## src/rtl/huffman_bitpacker_pkg.sv

```systemverilog
// Shared definitions for the JPEG entropy-coder back end (jfpjc).
//   packer_state_e : bit packer control states
//   PAD_BYTE       : all-ones byte used to pad the final partial byte of a scan
package huffman_bitpacker_pkg;

  typedef enum logic [1:0] {
    PACKER_STATE_RUN   = 2'd0,
    PACKER_STATE_FLUSH = 2'd1,
    PACKER_STATE_DONE  = 2'd2
  } packer_state_e;

  localparam logic [7:0] PAD_BYTE = 8'hFF;

endpackage

```

## src/rtl/bitpacker_mask_align.sv

```systemverilog
// Combinational field aligner: masks a right-justified code to len bits and
// places it in a left-aligned accumulator image directly after fill bits.
// Ports:
//   code    : right-justified bit field (bits above len ignored)
//   len     : field length, must already be limited to MAX_LEN
//   fill    : number of bits already occupied at the top of the accumulator
//   aligned : MAX_LEN+8 bit image, OR-able into the accumulator
module bitpacker_mask_align #(
  parameter int MAX_LEN = 32,
  parameter int LEN_W   = 6
) (
  input  logic [MAX_LEN-1:0]           code,
  input  logic [LEN_W-1:0]             len,
  input  logic [$clog2(MAX_LEN+8)-1:0] fill,
  output logic [MAX_LEN+7:0]           aligned
);
  localparam int ACC_W = MAX_LEN + 8;

  logic [MAX_LEN-1:0] masked;
  logic [LEN_W-1:0]   lshift;
  logic [ACC_W-1:0]   left;

  // Shifting all-ones by len==MAX_LEN yields zero, so the mask becomes all ones.
  assign masked  = code & ~({MAX_LEN{1'b1}} << len);
  // Move the field's MSB to the accumulator's top bit, then down past fill.
  assign lshift  = LEN_W'(MAX_LEN) - len;
  assign left    = {masked, 8'h00} << lshift;
  assign aligned = left >> fill;

endmodule

```

## src/rtl/huffman_bitpacker.sv

```systemverilog
// Huffman bit packer: packs variable-length fields MSB-first into bytes for
// the 0xFF byte stuffer. A flush pads the last partial byte with 1s.
// Optional build macro HUFFMAN_BITPACKER_BITCOUNT_EN adds bit_count, the
// running total of accepted bits including pad bits.
// Ports:
//   clock, reset          : clock, async active-high reset
//   code_valid/code_ready : field handshake; code right-justified, code_len bits used
//   flush                 : end-of-scan request, accepted with code_ready
//   flush_done            : one-cycle pulse after the final byte
//   data_out_valid/data_out : output byte, no backpressure
module huffman_bitpacker
  import huffman_bitpacker_pkg::*;
#(
  parameter int MAX_LEN = 32,
  parameter int LEN_W   = 6
) (
  input  logic               clock,
  input  logic               reset,
  input  logic               code_valid,
  input  logic [MAX_LEN-1:0] code,
  input  logic [LEN_W-1:0]   code_len,
  output logic               code_ready,
  input  logic               flush,
  output logic               flush_done,
  output logic               data_out_valid,
  output logic [7:0]         data_out
`ifdef HUFFMAN_BITPACKER_BITCOUNT_EN
  ,
  output logic [31:0]        bit_count
`endif
);
  localparam int ACC_W  = MAX_LEN + 8;
  localparam int FILL_W = $clog2(ACC_W);

  packer_state_e     state_q, state_d;
  logic [ACC_W-1:0]  acc_q, acc_d, aligned;
  logic [FILL_W-1:0] fill_q, fill_d;
  logic [7:0]        dout_d;
  logic              dvld_d, done_d;
  logic              armed_q;
  logic [LEN_W-1:0]  len_c;
  logic              have_byte, take_code, take_flush;

`ifdef HUFFMAN_BITPACKER_BITCOUNT_EN
  logic [31:0] cnt_q, cnt_d;
  assign bit_count = cnt_q;
`endif

  assign len_c      = (code_len > LEN_W'(MAX_LEN)) ? LEN_W'(MAX_LEN) : code_len;
  assign have_byte  = fill_q >= FILL_W'(8);
  // armed_q holds ready low for the first cycle after reset release.
  assign code_ready = armed_q && (state_q == PACKER_STATE_RUN) && !have_byte;
  assign take_code  = code_ready && code_valid;
  assign take_flush = code_ready && flush;

  bitpacker_mask_align #(.MAX_LEN(MAX_LEN), .LEN_W(LEN_W)) u_align (
    .code    (code),
    .len     (len_c),
    .fill    (fill_q),
    .aligned (aligned)
  );

  always_comb begin
    state_d = state_q;
    acc_d   = acc_q;
    fill_d  = fill_q;
    dout_d  = data_out;
    dvld_d  = 1'b0;
    done_d  = 1'b0;
`ifdef HUFFMAN_BITPACKER_BITCOUNT_EN
    cnt_d   = cnt_q;
`endif
    if (have_byte) begin
      // Draining a full byte always wins, in any state.
      dout_d = acc_q[ACC_W-1 -: 8];
      dvld_d = 1'b1;
      acc_d  = acc_q << 8;
      fill_d = fill_q - FILL_W'(8);
    end else begin
      unique case (state_q)
        PACKER_STATE_RUN: begin
          if (take_code) begin
            acc_d  = acc_q | aligned;
            fill_d = fill_q + FILL_W'(len_c);
`ifdef HUFFMAN_BITPACKER_BITCOUNT_EN
            cnt_d  = cnt_q + 32'(len_c);
`endif
          end
          // A same-cycle code is appended before the flush takes effect.
          if (take_flush) state_d = PACKER_STATE_FLUSH;
        end
        PACKER_STATE_FLUSH: begin
          if (fill_q != '0) begin
            // Unused low bits of the accumulator are zero, so OR in the pad.
            dout_d = acc_q[ACC_W-1 -: 8] | (PAD_BYTE >> fill_q);
            dvld_d = 1'b1;
            acc_d  = '0;
            fill_d = '0;
`ifdef HUFFMAN_BITPACKER_BITCOUNT_EN
            cnt_d  = cnt_q + 32'(FILL_W'(8) - fill_q);
`endif
          end else begin
            state_d = PACKER_STATE_DONE;
            done_d  = 1'b1;
          end
        end
        PACKER_STATE_DONE: state_d = PACKER_STATE_RUN;
        default:           state_d = PACKER_STATE_RUN;
      endcase
    end
  end

  always_ff @(posedge clock or posedge reset) begin
    if (reset) begin
      state_q        <= PACKER_STATE_RUN;
      acc_q          <= '0;
      fill_q         <= '0;
      data_out       <= 8'h00;
      data_out_valid <= 1'b0;
      flush_done     <= 1'b0;
      armed_q        <= 1'b0;
`ifdef HUFFMAN_BITPACKER_BITCOUNT_EN
      cnt_q          <= '0;
`endif
    end else begin
      state_q        <= state_d;
      acc_q          <= acc_d;
      fill_q         <= fill_d;
      data_out       <= dout_d;
      data_out_valid <= dvld_d;
      flush_done     <= done_d;
      armed_q        <= 1'b1;
`ifdef HUFFMAN_BITPACKER_BITCOUNT_EN
      cnt_q          <= cnt_d;
`endif
    end
  end

endmodule
```

## config.mk

```make
export PLATFORM = sky130hd
export DESIGN_NAME = huffman_bitpacker
export DESIGN_NICKNAME = d
export VERILOG_FILES = /design/src/rtl/huffman_bitpacker_pkg.sv /design/src/rtl/bitpacker_mask_align.sv /design/src/rtl/huffman_bitpacker.sv
export SDC_FILE = /design/constraint.sdc
export NUM_CORES = 1
export LEC_CHECK = 0
export ABC_CLOCK_PERIOD_IN_PS = 3100
export CAP_MARGIN = 20
export CORE_MARGIN = 8
export CORE_UTILIZATION = 28
export DETAILED_ROUTE_END_ITERATION = 10
export PLACE_DENSITY_LB_ADDON = 0.12
export SLEW_MARGIN = 20
export SYNTH_ARGS = -nofsm -noshare
export SYNTH_HDL_FRONTEND = slang
export SYNTH_SLANG_ARGS = --single-unit
```

## constraint.sdc

```tcl
create_clock -name clock -period 3.1 [get_ports clock]
set_input_delay 0.62 -clock clock [delete_from_list [all_inputs] [get_ports clock]]
set_output_delay 0.62 -clock clock [all_outputs]
set_load 0.05 [all_outputs]
```

# --- Word level (Yosys, flattened, before mapping) ---
# Index checks and enable logic that the tools add are counted.
totals:
  regBits: 59
  latch_bits: 0
  mem_bits_rw: 0
  rom_bits: 0
  output_inout_bits: 11
  wordCells: 60
  mem_count: 0
op_classes:
  addsub: 3
  n_mul: 0
  n_div: 0
  magnitude_cmp: 2
  n_eq_ne: 5
  shift: 4
  muxes: 21
  bitwise: 5
  reduce_logical: 13
op_table:
  columns: ["cell", "n"]
  rows:
  - ["two-way mux 40 bit", 3]
  - ["case mux 40 bit (2 select lines)", 1]
  - ["OR 40 bit", 1]
  - ["left shift 40 x 6 -> 40 bit", 1]
  - ["right shift 40 x 6 -> 40 bit", 1]
  - ["bitwise AND 32 bit", 1]
  - ["NOT 32 bit", 1]
  - ["left shift 32 x 6 -> 32 bit (first input constant)", 1]
  - ["two-way mux 6 bit", 4]
  - ["two-way mux 8 bit", 3]
  - ["case mux 6 bit (2 select lines)", 1]
  - ["OR 8 bit", 1]
  - ["right shift 8 x 6 -> 8 bit (first input constant)", 1]
  - ["adder 6 bit", 1]
  - [">= comparator 6 x 4 -> 1 bit (second input constant)", 1]
  - ["> comparator 6 bit (second input constant)", 1]
  - ["two-way mux 1 bit", 6]
  - ["inequality test 3 bit (second input constant)", 2]
  - ["AND reduction 3 bit", 2]
  - ["nonzero test 6 bit", 1]
  - ["subtractor 6 x 4 -> 6 bit (second input constant)", 1]
  - ["subtractor 6 bit (first input constant)", 1]
  - ["logical AND 1 bit", 4]
  - ["two-way mux 2 bit", 2]
  - ["9 further kinds", 11]

# --- Longest topological paths before layout ---
logic_depth:
  ltp_word: 11
  mapped_depth: 20

# --- Modules after synthesis ---
# From an unflattened synthesis, not the netlist that was laid out.
unflattened:
  hier_cells: 1099
  hier_area_um2: 8241.7
by_module_without_submodules:
  columns: ["module", "n_inst", "cells_each", "area_per_inst_um2", "seq_area_each_um2"]
  rows:
  - ["bitpacker_mask_align", 1, 853, 5467.7, 0.0]
  - ["huffman_bitpacker", 1, 246, 2773.9, 1476.4]

# --- Worst setup path after synthesis ---
# OpenSTA, ideal clock, no wires.
synth_timing:
  kind: "input port to flip-flop"
  startpoint: "input port code_len[5]"
  endpoint: "register acc_q[14]"
  setup_ns: 0.129
  t_arrival_ns: 4.169
  slack_ns: -1.199
  stages: 19
  n_path_buf: 7
  path_cell_list: "buf_6 nor2b_1 buf_4 inv_4 buf_4 buf_4 ha_1 ha_1 clkbuf_1 buf_1 clkbuf_1 a32oi_1 a22oi_1 o2bb2ai_1 a21o_1 a22oi_2 nor2_1 o21a_1 o41a_1"
synth_between:
  elab_chain_cells: 11
synth_rtl:
  columns: ["item", "line", "source"]
  rows:
  - ["start, declared", "huffman_bitpacker.sv:21", "input logic [LEN_W-1:0] code_len,"]
  - ["> comparator 6 bit", "huffman_bitpacker.sv:49", "assign len_c = (code_len > LEN_W'(MAX_LEN)) ? LEN_W'(MAX_LEN) : code_len;"]
  - ["two-way mux 6 bit (*)", "huffman_bitpacker.sv:49", null]
  - ["left shift 32 x 6 -> 32 bit", "bitpacker_mask_align.sv:24", "assign masked = code & ~({MAX_LEN{1'b1}} << len);"]
  - ["NOT 32 bit", "bitpacker_mask_align.sv:24", null]
  - ["bitwise AND 32 bit", "bitpacker_mask_align.sv:24", null]
  - ["left shift 40 x 6 -> 40 bit (*)", "bitpacker_mask_align.sv:27", "assign left = {masked, 8'h00} << lshift;"]
  - ["right shift 40 x 6 -> 40 bit (*)", "bitpacker_mask_align.sv:28", "assign aligned = left >> fill;"]
  - ["OR 40 bit (*)", "huffman_bitpacker.sv:83", "acc_d = acc_q | aligned;"]
  - ["two-way mux 40 bit (*)", "huffman_bitpacker.sv:82", "if (take_code) begin"]
  - ["case mux 40 bit (2 select lines) (*)", "huffman_bitpacker.sv:80", "unique case (state_q)"]
  - ["two-way mux 40 bit (*)", "huffman_bitpacker.sv:73", "if (have_byte) begin"]
  - ["end signal, assigned", "huffman_bitpacker.sv:116", "acc_q <= '0;"]
  - ["end signal, assigned", "huffman_bitpacker.sv:127", "acc_q <= acc_d;"]
  - ["end, declared", "huffman_bitpacker.sv:36", "logic [ACC_W-1:0] acc_q, acc_d, aligned;"]
# Mark *: on every way between the ends. The rest lies on a longest branch, timed or not. The select of a mux whose other input is x is not followed.
# A chain may end at the register's enable or synchronous reset.

# --- Worst setup path after layout ---
layout_timing:
  startpoint: "input port code_len[5]"
  endpoint: "register acc_q[2]"
# Same word-level chain as after synthesis.

==> impl_results.md <==
- Cell repeated most along the worst path: sky130_fd_sc_hd__ha_4
- Synthesized instance count: 1013
- Die Ht: 181 um
- Critical path's top delay family: compound AO/OA/AOI/OAI gates
- Top FF cell, synth: sky130_fd_sc_hd__dfrtp_1
- Clock tree from TritonCTS: built
- Power Density: 592 mW/mm^2
- Kind of end point of the critical path: flop
- Max Buffers Root-to-Sink: 2
- Number of antenna diodes: 0
- Max-Cap Viols: 0
- Vias in the first global route: 10500
- Layout Area Growth over Synthesis: 73.5%
- Setup violation total in the final timing report: 37
- Cell-by-cell listing of the critical path: buf_12 > nor2b_4 > inv_4 > ha_4 > ha_4 > nand2b_4 > a211o_4 > a211oi_2 > a2111o_1 > o211ai_1 > buf_4 > o221a_4 > mux4_2 > mux2i_2 > nand3_1 > a21oi_1
- Detailed router's first-iteration violation count: 1001
- Synth Area in Simple Gates: 23.2%
- Critical-path cell with the highest stage delay: sky130_fd_sc_hd__mux4_2
- Largest family of logic cells by synthesized area: compound AO/OA/AOI/OAI gates
- Syn Area/Cell: 7.54 sq um
- Post-synth top area cell: sky130_fd_sc_hd__dfrtp_1
- Peak VDD IR: 0.246 mV
- Area of the die: 0.0328 sq mm
- Number of buffers inserted by hold repair at cts: 0
- Worst Path Max Fanout: 5
- Crit Path Class: input pin to flop
- Pin count of the biggest net entering global routing: 41
- Gpl congestion: 0.954
- Worst max-slew margin expressed relative to the limit: 53.2%
- Number of ports placed on the die boundary: 53
- Antenna violations before repair: 0
- Residual DRC: 0
- Post-synthesis compound-gate area fraction: 41.9%
- Post-route ant nets: 0
- Die Span X: 181 um
- Most numerous cell in the Yosys netlist: sky130_fd_sc_hd__nand2_1
- Slew Viols, Final: 0
- Post-synth EDFFs: 0
- Yosys warning total: 0
- Number of nets in the synthesized netlist: 1064
- Via count: 10400
- Fill cell count: 2614
- CTS H-tree lvls: 3
- Final cell count without fillers: 1702
- GRT Resource Usage Total: 25.0%
- Sinks on Clock Net: 59
- Failing checks: setup timing
- Async set-or-reset flop fraction in the synthesized netlist: 100%
- Net count of the finished layout: 1408
- Synth top area share: 19.3%
- Number of buffers inserted during clock tree synthesis: 9
- Pre-Repair DR Iteration Count: 5
- Final Hold Slack: 0.461 ns
- Unrepaired setup endpoints after global routing: yes
- Final critical path time including I/O delays and setup: 3.52 ns
- Placeable core region: 0.0269 sq mm
- Number of unique standard cell types used by synthesis: 101
- Wire length of the first global-routing pass: 64400 um
- Buffering stage count on the worst path with inverters included: 3
- Placed cell areas: 0.0109 sq mm
- Netlist area before placement: 0.00764 sq mm
- Total placed cells including tap cells: 1640
- Post-route worst setup slack: -0.423 ns
- Share of cell area taken by muxes after synthesis: 6.06%
- Adder-cell share of the synthesized area: 1.70%
- Timing-limited maximum frequency: 284 MHz
- Top cells by count, synth: sky130_fd_sc_hd__nand2_1 (102), sky130_fd_sc_hd__nor2_1 (83), sky130_fd_sc_hd__a21oi_1 (81), sky130_fd_sc_hd__o21ai_0 (61), sky130_fd_sc_hd__dfrtp_1 (59)
- Root Buffer Master: sky130_fd_sc_hd__clkbuf_16
- Via density per instance: 6.10
- Number of rows created at floorplan: 60
- Clk pin slew, worst setup/hold paths: 0.06 ns
- DP Worst Slack: -1.45 ns
- Starting density of the core: 28.4%
- Total power consumption of the routed design: 7.85 mW
- Transition time of the tightest slew-check pin: 0.698 ns
- Critical path required time: 3.37 ns
- # port buffers: 52
- Run status: finished, violations left
- Post-synthesis sequential area ratio: 19.3%
- Top cells by area, synth: sky130_fd_sc_hd__dfrtp_1 (19%), sky130_fd_sc_hd__a21oi_1 (5.3%), sky130_fd_sc_hd__nand2_1 (5.0%)
- Stage delay of the slowest cell on the critical path: 0.55 ns
- Final hold violation count: 0
- Routed length per placed instance: 24.6 um
- Leakage component of the power: 5.36 nW
- Element type at the critical path start: input pin
- Overall routed net length: 41800 um
- Min-delay worst type: flop to flop
- Arrival time at the worst endpoint: 3.79 ns
- Worst setup skew after layout: 0.00903 ns
- Clock latency on the worst-skew pair: 0.34 ns
- Flops & latches, synth: 59
- HPWL Detailed: 32700 um
- XOR/XNOR share of the synthesized area: 0.458%
- Design Area, Final: 0.0133 sq mm
- Proportion of layout cells with a drive suffix above 1: 49.7%
- Overflow left after global routing: 0
- Post-route clock period utilization: 114%
==> cells by family after synthesis <==
| family | Yosys count |
|---|---|
| AO/OA/AOI/OAI | 436 |
| XOR/XNOR | 4 |
| adder cells (fa/ha/maj) | 10 |
| buffers and inverters | 117 |
| flip-flops | 59 |
| multiplexers | 32 |
| other | 1 |
| AND/OR/NAND/NOR | 354 |
==> registers in the layout (all words and copies together), names as in the netlist <==
signal / cells
fill_q: 6
flush_done: 1
data_out_valid: 1
state_q: 2
acc_q: 40
armed_q: 1
data_out: 8
==> cells in the final DEF, fill, tap and decap left out, types with 7 or more instances in the layout <==
cell type	Yosys	final
sky130_fd_sc_hd__buf_12	0	16
sky130_fd_sc_hd__o211ai_1	20	20
sky130_fd_sc_hd__a211oi_2	1	15
sky130_fd_sc_hd__a21o_1	7	7
sky130_fd_sc_hd__dfrtp_1	59	59
sky130_fd_sc_hd__buf_6	9	36
sky130_fd_sc_hd__a31o_2	7	7
sky130_fd_sc_hd__nor2_2	0	10
sky130_fd_sc_hd__a22oi_1	19	16
sky130_fd_sc_hd__nand2_2	2	10
sky130_fd_sc_hd__mux4_2	10	10
sky130_fd_sc_hd__and3_1	15	11
sky130_fd_sc_hd__a31oi_1	25	16
sky130_fd_sc_hd__buf_4	6	323
sky130_fd_sc_hd__nor2_4	1	7
sky130_fd_sc_hd__o21ai_1	4	17
sky130_fd_sc_hd__nand3_1	36	29
sky130_fd_sc_hd__a221oi_1	15	9
sky130_fd_sc_hd__o21ai_2	1	10
sky130_fd_sc_hd__o211a_1	7	7
sky130_fd_sc_hd__inv_1	20	17
sky130_fd_sc_hd__clkdlybuf4s50_1	0	45
sky130_fd_sc_hd__nor2_1	83	67
sky130_fd_sc_hd__mux2_4	0	9
sky130_fd_sc_hd__a211oi_1	28	11
sky130_fd_sc_hd__nor3_2	2	8
sky130_fd_sc_hd__a21oi_2	2	11
sky130_fd_sc_hd__nor3_1	29	22
sky130_fd_sc_hd__a21oi_1	81	68
sky130_fd_sc_hd__nand2_1	102	91
sky130_fd_sc_hd__clkbuf_16	0	9
sky130_fd_sc_hd__o21ai_0	61	37
==> metrics by stage <==
| stage | util [%] | TNS, ns |
|---|---|---|
| 6_report | 49.3 | -11.40 |
| 5_1_grt | 49.3 | -14.25 |
| 4_1_cts | 48.0 | -8.62 |
| 3_5_place_dp | 40.6 | -48.30 |
| 3_3_place_gp | 40.6 | -48.11 |
| 2_1_floorplan | - | -18.68 |
==> worst min-delay path, stage by stage, from the launching register on <==
cell and delay, ns:
sky130_fd_sc_hd__dfrtp_1 0.34, sky130_fd_sc_hd__nand2_1 0.05, sky130_fd_sc_hd__nand2_1 0.04
==> area by class of cell <==
class | count | area, sq um | area share, %
clock buffers | 10 | 239 | 1.80
clock inverters | 5 | 53.8 | 0.406
inverters | 23 | 104 | 0.783
multi-input cells | 837 | 7260 | 54.7
flip-flops and latches | 59 | 1480 | 11.1
well taps | 341 | 427 | 3.22
repair buffers | 427 | 3700 | 27.9
==> final timing paths <==
check	start	end	slack [ns]	depth (start not counted)
worst max-delay path	code_len[5]	acc_q[2]	-0.42	16
worst min-delay path	data_out[2]	data_out[2]	0.46	2
worst max register to register	fill_q[1]	acc_q[14]	0.71	6
worst min register to register	data_out[2]	data_out[2]	0.46	2
max in group asynchronous	reset	acc_q[19]	1.83	3
min in group asynchronous	reset	data_out_valid	0.67	2
==> what timing repair did <==
item	4_1_cts	5_1_grt
hold endpoints to repair	0	0
endpoints found under the setup margin	40	38
gates resized for setup	281	66
cloned	1	0
buffers inserted	45	9
pin swaps	99	57
==> layer usage <==
| metal | global-route usage, % | share of wire [%] | vias to the layer above | wire (um) |
|---|---|---|---|---|
| met2 | 40.8 | 46 | 454 | 19300 |
| met5 | 0 | 0 | - | 0 |
| met3 | 4.47 | 7.4 | 84 | 3100 |
| met4 | 7.51 | 3.1 | 0 | 1300 |
| li1 | - | - | 4707 | - |
| met1 | 33.1 | 43 | 5133 | 18100 |
==> power by group <==
group / switching [mW] / internal (mW) / total (mW)
Clock: 0.368 / 0.636 / 1.00
Sequential: 0.150 / 0.971 / 1.12
Combinational: 3.29 / 2.44 / 5.73
Total: 3.81 / 4.04 / 7.85
Power figures use the tool's default switching activity.
